**config.mk**
```make
export PLATFORM = sky130hd
export DESIGN_NAME = decn_scan
export DESIGN_NICKNAME = d
export VERILOG_FILES = /design/src/rtl/decn_pkg.sv /design/src/rtl/decn_dwell_cnt.sv /design/src/rtl/decn_scan.sv
export SDC_FILE = /design/constraint.sdc
export NUM_CORES = 1
export LEC_CHECK = 0
export CELL_PAD_IN_SITES_DETAIL_PLACEMENT = 0
export CELL_PAD_IN_SITES_GLOBAL_PLACEMENT = 1
export CORE_MARGIN = 4
export CORE_UTILIZATION = 43
export CTS_BUF_LIST = sky130_fd_sc_hd__clkbuf_4 sky130_fd_sc_hd__clkbuf_8
export CTS_CLUSTER_SIZE = 24
export DETAILED_ROUTE_END_ITERATION = 10
export HOLD_SLACK_MARGIN = 0.05
export PLACE_DENSITY = 0.86
export SETUP_SLACK_MARGIN = 0.2
export SYNTH_ARGS = -nofsm -noshare
export SYNTH_HDL_FRONTEND = slang
export SYNTH_SLANG_ARGS = --single-unit
```
**constraint.sdc**
```tcl
create_clock -name Clock -period 3.1 [get_ports Clock]
set_input_delay 0.465 -clock Clock [delete_from_list [all_inputs] [get_ports Clock]]
set_output_delay 0.465 -clock Clock [all_outputs]
set_load 0.005 [all_outputs]
```
**src/rtl/decn_pkg.sv**
```systemverilog
// rtl/decn_pkg.sv - shared types and decode helpers for the decn_scan decoder
//
// Purpose : mode/state enums and the one-hot / thermometer encoders used by
//           decn_scan.
// Contents: mode_t, state_t, MAX_N, MAX_W, onehot(), therm().

package decn_pkg;

  // Encoding of the Mode input; MODE_RSV falls back to decode.
  typedef enum logic [1:0] {
    MODE_DEC   = 2'b00,
    MODE_THERM = 2'b01,
    MODE_SCAN  = 2'b10,
    MODE_RSV   = 2'b11
  } mode_t;

  typedef enum logic [1:0] {
    S_DEC   = 2'b00,
    S_THERM = 2'b01,
    S_SCAN  = 2'b10
  } state_t;

  // The helpers work at the widest supported select width.
  // Callers zero-extend their index to MAX_N bits and truncate
  // the result to their own 2**N output width.
  localparam int MAX_N = 8;
  localparam int MAX_W = 1 << MAX_N;

  // One bit set at position idx.
  function automatic logic [MAX_W-1:0] onehot(input logic [MAX_N-1:0] idx);
    logic [MAX_W-1:0] r;
    r      = '0;
    r[idx] = 1'b1;
    return r;
  endfunction

  // Bits 0..idx set, everything above clear (idx = 0 still lights bit 0).
  function automatic logic [MAX_W-1:0] therm(input logic [MAX_N-1:0] idx);
    logic [MAX_W-1:0] r;
    for (int i = 0; i < MAX_W; i++) begin
      r[i] = ($unsigned(i) <= 32'(idx));
    end
    return r;
  endfunction

endpackage

```
**src/rtl/decn_dwell_cnt.sv**
```systemverilog
// rtl/decn_dwell_cnt.sv - scan dwell counter with terminal-compare advance strobe
//
// Purpose : counts cycles spent on the current scan position and flags when
//           the position should advance.
// Ports   :
//   clk    in   clock, rising edge
//   reset  in   synchronous active-high reset
//   clear  in   force the count to zero (scan entry / outside scan)
//   run    in   count this cycle (scanning and enabled)
//   dwell  in   cycles per position minus one
//   adv    out  combinational advance strobe for the current cycle

module decn_dwell_cnt
  import decn_pkg::*;
#(
  parameter int DWELL_W = 8
) (
  input  logic               clk,
  input  logic               reset,
  input  logic               clear,
  input  logic               run,
  input  logic [DWELL_W-1:0] dwell,
  output logic               adv
);

  logic [DWELL_W-1:0] cnt;

  // A >= compare rather than == means a dwell value lowered below the
  // running count advances on the very next cycle, and the count can
  // never run past dwell or wrap around.
  assign adv = run && (cnt >= dwell);

  always_ff @(posedge clk) begin
    if (reset) begin
      cnt <= '0;
    end else if (clear) begin
      cnt <= '0;
    end else if (run) begin
      if (adv) begin
        cnt <= '0;
      end else begin
        cnt <= cnt + 1'b1;
      end
    end
  end

endmodule

```
**src/rtl/decn_scan.sv**
```systemverilog
// rtl/decn_scan.sv - registered N-to-2**N decoder with thermometer and scan modes
//
// Purpose : drives digit/row select lines; decode, thermometer or an
//           autonomous one-hot scan with programmable dwell.
// Ports   :
//   Clock  in   rising-edge clock
//   Reset  in   synchronous active-high reset
//   En     in   output enable / scan advance enable
//   Mode   in   00 decode, 01 thermometer, 10 scan, 11 decode
//   W      in   select index; start index on scan entry
//   Dwell  in   scan cycles per position minus one
//   Y      out  registered decoded output, Y[i] <-> index i
//   Idx    out  registered index currently shown
//   Step   out  one-cycle pulse when a scan advance happens
//   Wrap   out  one-cycle pulse on the OUTW-1 -> 0 scan advance

module decn_scan
  import decn_pkg::*;
#(
  parameter int N       = 3,
  parameter int DWELL_W = 8
) (
  input  logic               Clock,
  input  logic               Reset,
  input  logic               En,
  input  logic [1:0]         Mode,
  input  logic [N-1:0]       W,
  input  logic [DWELL_W-1:0] Dwell,
  output logic [2**N-1:0]    Y,
  output logic [N-1:0]       Idx,
  output logic               Step,
  output logic               Wrap
);

  localparam int OUTW = 2**N;

  state_t state, state_next;

  logic            entry;
  logic            cnt_run;
  logic            cnt_clear;
  logic            adv;

  logic [OUTW-1:0] y_d;
  logic [N-1:0]    idx_d;
  logic            step_d;
  logic            wrap_d;

  // State register: holds the previous cycle's decoded state so that
  // scan entry can be recognised.
  always_ff @(posedge Clock) begin
    if (Reset) begin
      state <= S_DEC;
    end else begin
      state <= state_next;
    end
  end

  // Next state follows Mode every cycle; the reserved code decodes.
  always_comb begin
    state_next = S_DEC;
    case (mode_t'(Mode))
      MODE_THERM: state_next = S_THERM;
      MODE_SCAN:  state_next = S_SCAN;
      default:    state_next = S_DEC;
    endcase
  end

  assign entry     = (state_next == S_SCAN) && (state != S_SCAN);
  assign cnt_run   = (state_next == S_SCAN) && !entry && En;
  assign cnt_clear = (state_next != S_SCAN) || entry;

  decn_dwell_cnt #(
    .DWELL_W (DWELL_W)
  ) u_dwell (
    .clk   (Clock),
    .reset (Reset),
    .clear (cnt_clear),
    .run   (cnt_run),
    .dwell (Dwell),
    .adv   (adv)
  );

  // Output decode: computes what the output registers load this edge.
  always_comb begin
    y_d    = '0;
    idx_d  = Idx;
    step_d = 1'b0;
    wrap_d = 1'b0;
    case (state_next)
      S_THERM: begin
        if (En) begin
          y_d   = OUTW'(therm(MAX_N'(W)));
          idx_d = W;
        end
      end
      S_SCAN: begin
        if (entry) begin
          // Entry loads the start index and restarts the dwell count;
          // no advance is possible on this edge.
          idx_d = W;
          if (En) begin
            y_d = OUTW'(onehot(MAX_N'(W)));
          end
        end else if (En) begin
          if (adv) begin
            idx_d  = Idx + 1'b1;
            step_d = 1'b1;
            wrap_d = (Idx == '1);
          end
          y_d = OUTW'(onehot(MAX_N'(idx_d)));
        end
      end
      default: begin
        if (En) begin
          y_d   = OUTW'(onehot(MAX_N'(W)));
          idx_d = W;
        end
      end
    endcase
  end

  // Output registers: every output is a flop, so Y is glitch-free and
  // there is no combinational path from inputs to outputs.
  always_ff @(posedge Clock) begin
    if (Reset) begin
      Y    <= '0;
      Idx  <= '0;
      Step <= 1'b0;
      Wrap <= 1'b0;
    end else begin
      Y    <= y_d;
      Idx  <= idx_d;
      Step <= step_d;
      Wrap <= wrap_d;
    end
  end

endmodule

```
; Word-level counts from Yosys, hierarchy flattened
; Index checks and enable logic that the tools add are counted.
[op_classes]
reduce_logical = 14
n_lt_le_gt_ge = 12
shifts = 0
mul = 0
n_mux = 20
addsub = 2
div_mod_pow = 0
eq_ne = 7
n_bitwise = 3
[ops]
columns = operator, count
row1 = $mux 8, 5
row2 = $mux 3, 8
row3 = $lt 3x9->1 const B, 2
row4 = $pmux 8 s2, 1
row5 = $le 3x3->1 const A, 4
row6 = $add 8x1->8 const B, 1
row7 = $ge 8x8->1, 1
row8 = $demux 1 s3, 2
row9 = $ge 3x1->1 const B, 2
row10 = $le 2x3->1 const A, 2
row11 = $logic_and 1x1->1, 6
row12 = $reduce_or 5->1, 1
row13 = $eq 2x1->1 const B, 2
row14 = $eq 2x2->1 const B, 2
row15 = $ne 2x2->1 const B, 2
row16 = $pmux 2 s2, 1
row17 = $reduce_bool 2->1, 2
row18 = $reduce_or 4->1, 1
row19 = $add 3x1->3 const B, 1
row20 = $eq 3x3->1 const B, 1
row21 = $le 1x3->1 const A, 1
row22 = $mux 1, 3
row23 = $not 1->1, 3
row24 = $reduce_and 2->1, 1
row25 = other kinds (3), 3
[word_totals]
output_inout_bits = 13
rom_bits = 0
n_memories = 0
wordCells = 64
ff_bits = 23
ramBits = 0
latchBits = 0

; Longest topological paths before layout
[logic_depth]
ltp_word = 19
depth_mapped = 8

; Hierarchy
; From an unflattened synthesis, not the netlist that was laid out.
[hier_totals]
hier_cells = 158
area_unflattened_um2 = 1438.9
[by_module_without_submodules]
columns = module, seq_area_each_um2, cells_per_inst, instances, area_each_um2
row1 = decn_scan, 300.3, 94, 1, 814.5
row2 = decn_dwell_cnt, 160.2, 64, 1, 624.3

; Worst setup path before layout
; No wires, ideal clock.
[synth_timing]
kind = input to register
from = input Dwell[0]
to = register Y[7]
path_stages = 6
setup_time_ns = 0.088
n_path_buf = 0
setup_slack_ns = 0.999
arrival_time_ns = 2.013
cell_sequence = ha_1 -> nand2b_4 -> a2111oi_2 -> o311a_4 -> or4_4 -> a311oi_2
[synth_between]
elab_chain_len = 13
word_cells_on_any_way = 14
classes_between = order compare: 3 / mux: 9 / reduce/logical: 2
[synth_rtl]
columns = item, line
row1 = from (decl), decn_scan.sv:28  ; input logic [DWELL_W-1:0] Dwell,
row2 = $ge 8x8->1 *, decn_dwell_cnt.sv:31  ; assign adv = run && (cnt >= dwell);
row3 = $logic_and 1x1->1 *, decn_dwell_cnt.sv:31
row4 = $mux 3 *, decn_scan.sv:106  ; if (adv) begin
row5 = $mux 3 *, decn_scan.sv:105  ; end else if (En) begin
row6 = $mux 3 *, decn_scan.sv:98  ; if (entry) begin
row7 = $mux 3 *, decn_scan.sv:90  ; case (state_next)
row8 = $lt 3x9->1 (implied by the code) / $ge 3x1->1 (equally long branches), decn_pkg.sv:33  ; r[idx] = 1'b1;
row9 = $logic_and 1x1->1 (implied by the code), decn_pkg.sv:33
row10 = $mux 1 (implied by the code), decn_pkg.sv:33
row11 = $demux 1 s3 *, decn_pkg.sv:33
row12 = $mux 8 *, decn_scan.sv:105
row13 = $mux 8 *, decn_scan.sv:98
row14 = $pmux 8 s2 *, decn_scan.sv:90
row15 = to (signal assigned), decn_scan.sv:132  ; Y <= y_d;
row16 = to (decl), decn_scan.sv:29  ; output logic [2**N-1:0] Y,
; Every way passes the cells marked *; elsewhere a longest branch is shown, timed or not. The select of a mux whose other input is x is not followed.
; A chain may end at the register's enable or synchronous reset.

; Worst setup path in the final report
[layout_timing]
from = input Dwell[7]
to = register Y[7]
; The elaborated chain is that of the path after synthesis.

==> results.md <==
* Status: finished clean
* Most used DFF post-synth: dfxtp_1
* Syn nets at 253
* CTS tree: built
* Synth top area share at 26.6%
* Overall overflow remaining after global route at 0
* Worst path arrival time at 2.76 ns
* Slew of the pin with the lowest slew margin at 0.608 ns
* Setup crit end kind: register
* Async set or reset register ratio after synthesis at 0%
* Root Driver: clkbuf_8
* Largest area contributor in the netlist: dfxtp_1
* P&R area growth vs syn at 22.9%
* IO Count at 29
* Crit share post-route at 83.3%
* Port Buffer Count at 28
* Sequential fraction of the synthesis area at 26.6%
* Critical path data required time at 3.28 ns
* Die area at 5100 sq um
* CTS sink count at 23
* Slew HR at 59.4%
* Via density at 5.82
* Synth area leaders: dfxtp_1 (27%), ha_1 (9.4%), nor2_1 (5.0%)
* Die span in y at 71.4 microns
* Hold EP: u_dwell.cnt[0]$_SDFFE_PP0P_
* Final setup viols at 0
* Pwr dens at 298 nW/um^2
* Placed insts at 294
* Number of synthesized flops with an enable pin at 0
* Worst R2R Start: u_dwell.cnt[0]$_SDFFE_PP0P_
* Min-Delay Startpoint: u_dwell.cnt[0]$_SDFFE_PP0P_
* R2R Setup Slk at 0.75 ns
* Vias in the first global route at 1,509
* Placer congestion estimate at roughly 0.86
* Die W at 71.4 microns
* Yosys reg bits at 23
* Worst vdd ir at 0.307 mV
* DR pass1 iterations at 5
* Via Count at between 1,500 and 2,000
* Worst r2r dst: Y[2]$_SDFF_PP0_
* Worst-path clk slew at 0.08 ns
* Post-Syn Instances at ~220
* Netlist cell types at 48
* WL per Instance at 14.6 microns
* Fin. Hold Viols at 0
* Core Region at roughly 3800 sq um
* R2R depth at 7
* # DRC at 0
* RSZ-0062 raised after global routing: no
* Worst Setup Path Type: input port to register
* Synth warn at 0
* Leakage power at 0.818 nW
* Clock buffer depth at 2
* Tmin final at roughly 2.6 ns
* Detail Route Antenna Nets at 0
* Num CTS Buffers at 3
* Ratio of cells with drive above 1 in the final layout at under 10%
* Worst Setup Start Kind: input port
* Hold Crit Class: register to register
* Fin cells at between 200 and 300
* Initial DRC count at about 130
* Max Fclk at just under 400 MHz
* Max cap viols at 0
* Ant. Diodes at 0
* Initial antenna violation count at 0
* Slew Viols, Final at 0
* Synthesized area at 1730 sq um
* CP Max Fanout at 16
* Final Skew at 0.00358 ns
* Postcts setup bufs at 0
* Cell count of the worst hold path at 2
* WL final at 4.36 mm
* Gr usage total at 17.3%
* Worst skew pair latency at roughly 0.26 ns
* Initial Util at 45.8%
* Layout Nets at 280
* DP HPWL at 3.25 mm
* Post-synth top cells: dfxtp_1 (23), nor2_1 (23), inv_1 (15)
* Global-route wire length before repair at around 7.2 mm
* Synth Area per Inst at approximately 7.7 sq um
* Max H-tree Level at 1
* Rows at 22
* Largest net degree at the start of global routing at 17
* Final setup TNS at 0 ns
[per-stage QoR]
| step | cell area [sq um] | util, % | hold slack, ns | setup WS (ns) | total power [W] |
|---|---|---|---|---|---|
| 5_1_grt | 2120 | 56.3 | 0.533 | 0.418 | 0.000674 |
| 3_3_place_gp | 2070 | 54.9 | 0.484 | 0.145 | 0.000453 |
| 4_1_cts | 2120 | 56.1 | 0.501 | 0.411 | 0.000640 |
| 2_1_floorplan | 1730 | - | 0.461 | 0.999 | 0.000399 |
| 6_report | 2120 | 56.3 | 0.500 | 0.519 | 0.000634 |
| 3_5_place_dp | 2070 | 54.9 | 0.489 | 0.134 | 0.000452 |
[worst max-delay path, stage by stage]
cell             delay [ns]
clkdlybuf4s50_1        0.46
inv_1                  0.04
ha_1                   0.31
nand4_1                0.14
buf_4                  0.17
o311a_4                0.43
or4_4                  0.53
a311oi_2               0.23
[power breakdown]
part / leakage [nW] / internal [W] / switching [W] / total, W
Sequential: 0.186 / 0.000301 / 0.00000847 / 0.000309
Clock: 0.0255 / 0.0000897 / 0.0000964 / 0.000186
Combinational: 0.606 / 0.0000654 / 0.0000729 / 0.000138
[cell families after synthesis]
kind of cell / Yosys count / share of synthesized area, %
XOR/XNOR: 2 / 1.01
buffers and inverters: 29 / 6.66
AND/OR/NAND/NOR: 94 / 29.3
multiplexers: 2 / 1.16
flip-flops: 23 / 26.6
AO/OA/AOI/OAI: 61 / 25.8
adder cells (fa/ha/maj): 13 / 9.41
[sequential cells by signal (all words and copies together) (netlist names)]
register,cells
Y,8
u_dwell.cnt,8
Idx,3
state,2
Step,1
Wrap,1
[area by class of cell]
cell class / count / area, sq um
clock inverters: 1 / 5.00
fillers: 353 / 1650
repair buffers: 36 / 340
multi-input cells: 172 / 1160
flip-flops and latches: 23 / 460
clock buffers: 3 / 41.3
well taps: 48 / 60.1
inverters: 15 / 56.3
[cells in the final DEF (no fill, tap or decap), types with 2 or more instances in the layout]
master           Yosys  layout
a211o_1              2       2
a21oi_1             11      11
a22o_1               4       4
a22oi_1              2       2
a311oi_1             6       6
a31oi_1              6       6
and3_1               4       4
buf_4                1       8
clkbuf_8             0       3
clkdlybuf4s50_1      0      28
dfxtp_1             23      23
ha_1                13      13
inv_1               15      15
mux2i_1              2       2
nand2_1             12      12
nand2b_1             2       2
nand3_1             11      11
nand3b_1             2       2
nand4_1              5       5
nor2_1              23      23
nor2b_1              6       6
nor3_1              11      11
nor3b_1              7       7
o211ai_1             2       2
o21ai_0             11      11
o31ai_1              5       5
or2_2                3       3
or4_1                2       2
xor2_1               2       2
[layer usage]
metal,global-route usage [%],up-vias,share of wire (%)
met1,26.2,765,48
li1,-,886,-
met2,24.0,78,41
met5,0,-,0
met3,3.65,4,9.1
met4,5.43,0,1.2
[worst max path at each step]
| stage | slack [ns] | depth (start not counted) | from | endpoint |
|---|---|---|---|---|
| 2_1_floorplan | 1.0 | 6 | Dwell[0] | Y[7]$_SDFF_PP0_ |
| 3_3_place_gp | 0.14 | 8 | Dwell[7] | Y[1]$_SDFF_PP0_ |
| 3_5_place_dp | 0.13 | 8 | Dwell[7] | Y[5]$_SDFF_PP0_ |
| 4_1_cts | 0.41 | 8 | Dwell[7] | Y[5]$_SDFF_PP0_ |
| 5_1_grt | 0.42 | 8 | Dwell[7] | Y[7]$_SDFF_PP0_ |
| 6_report | 0.52 | 8 | Dwell[7] | Y[7]$_SDFF_PP0_ |
[repair_timing]
item                       CTS  global route
hold buffers                 0             0
resized for setup            0             1
setup endpoints to repair    0             5
(Power assumes the default switching activity.)
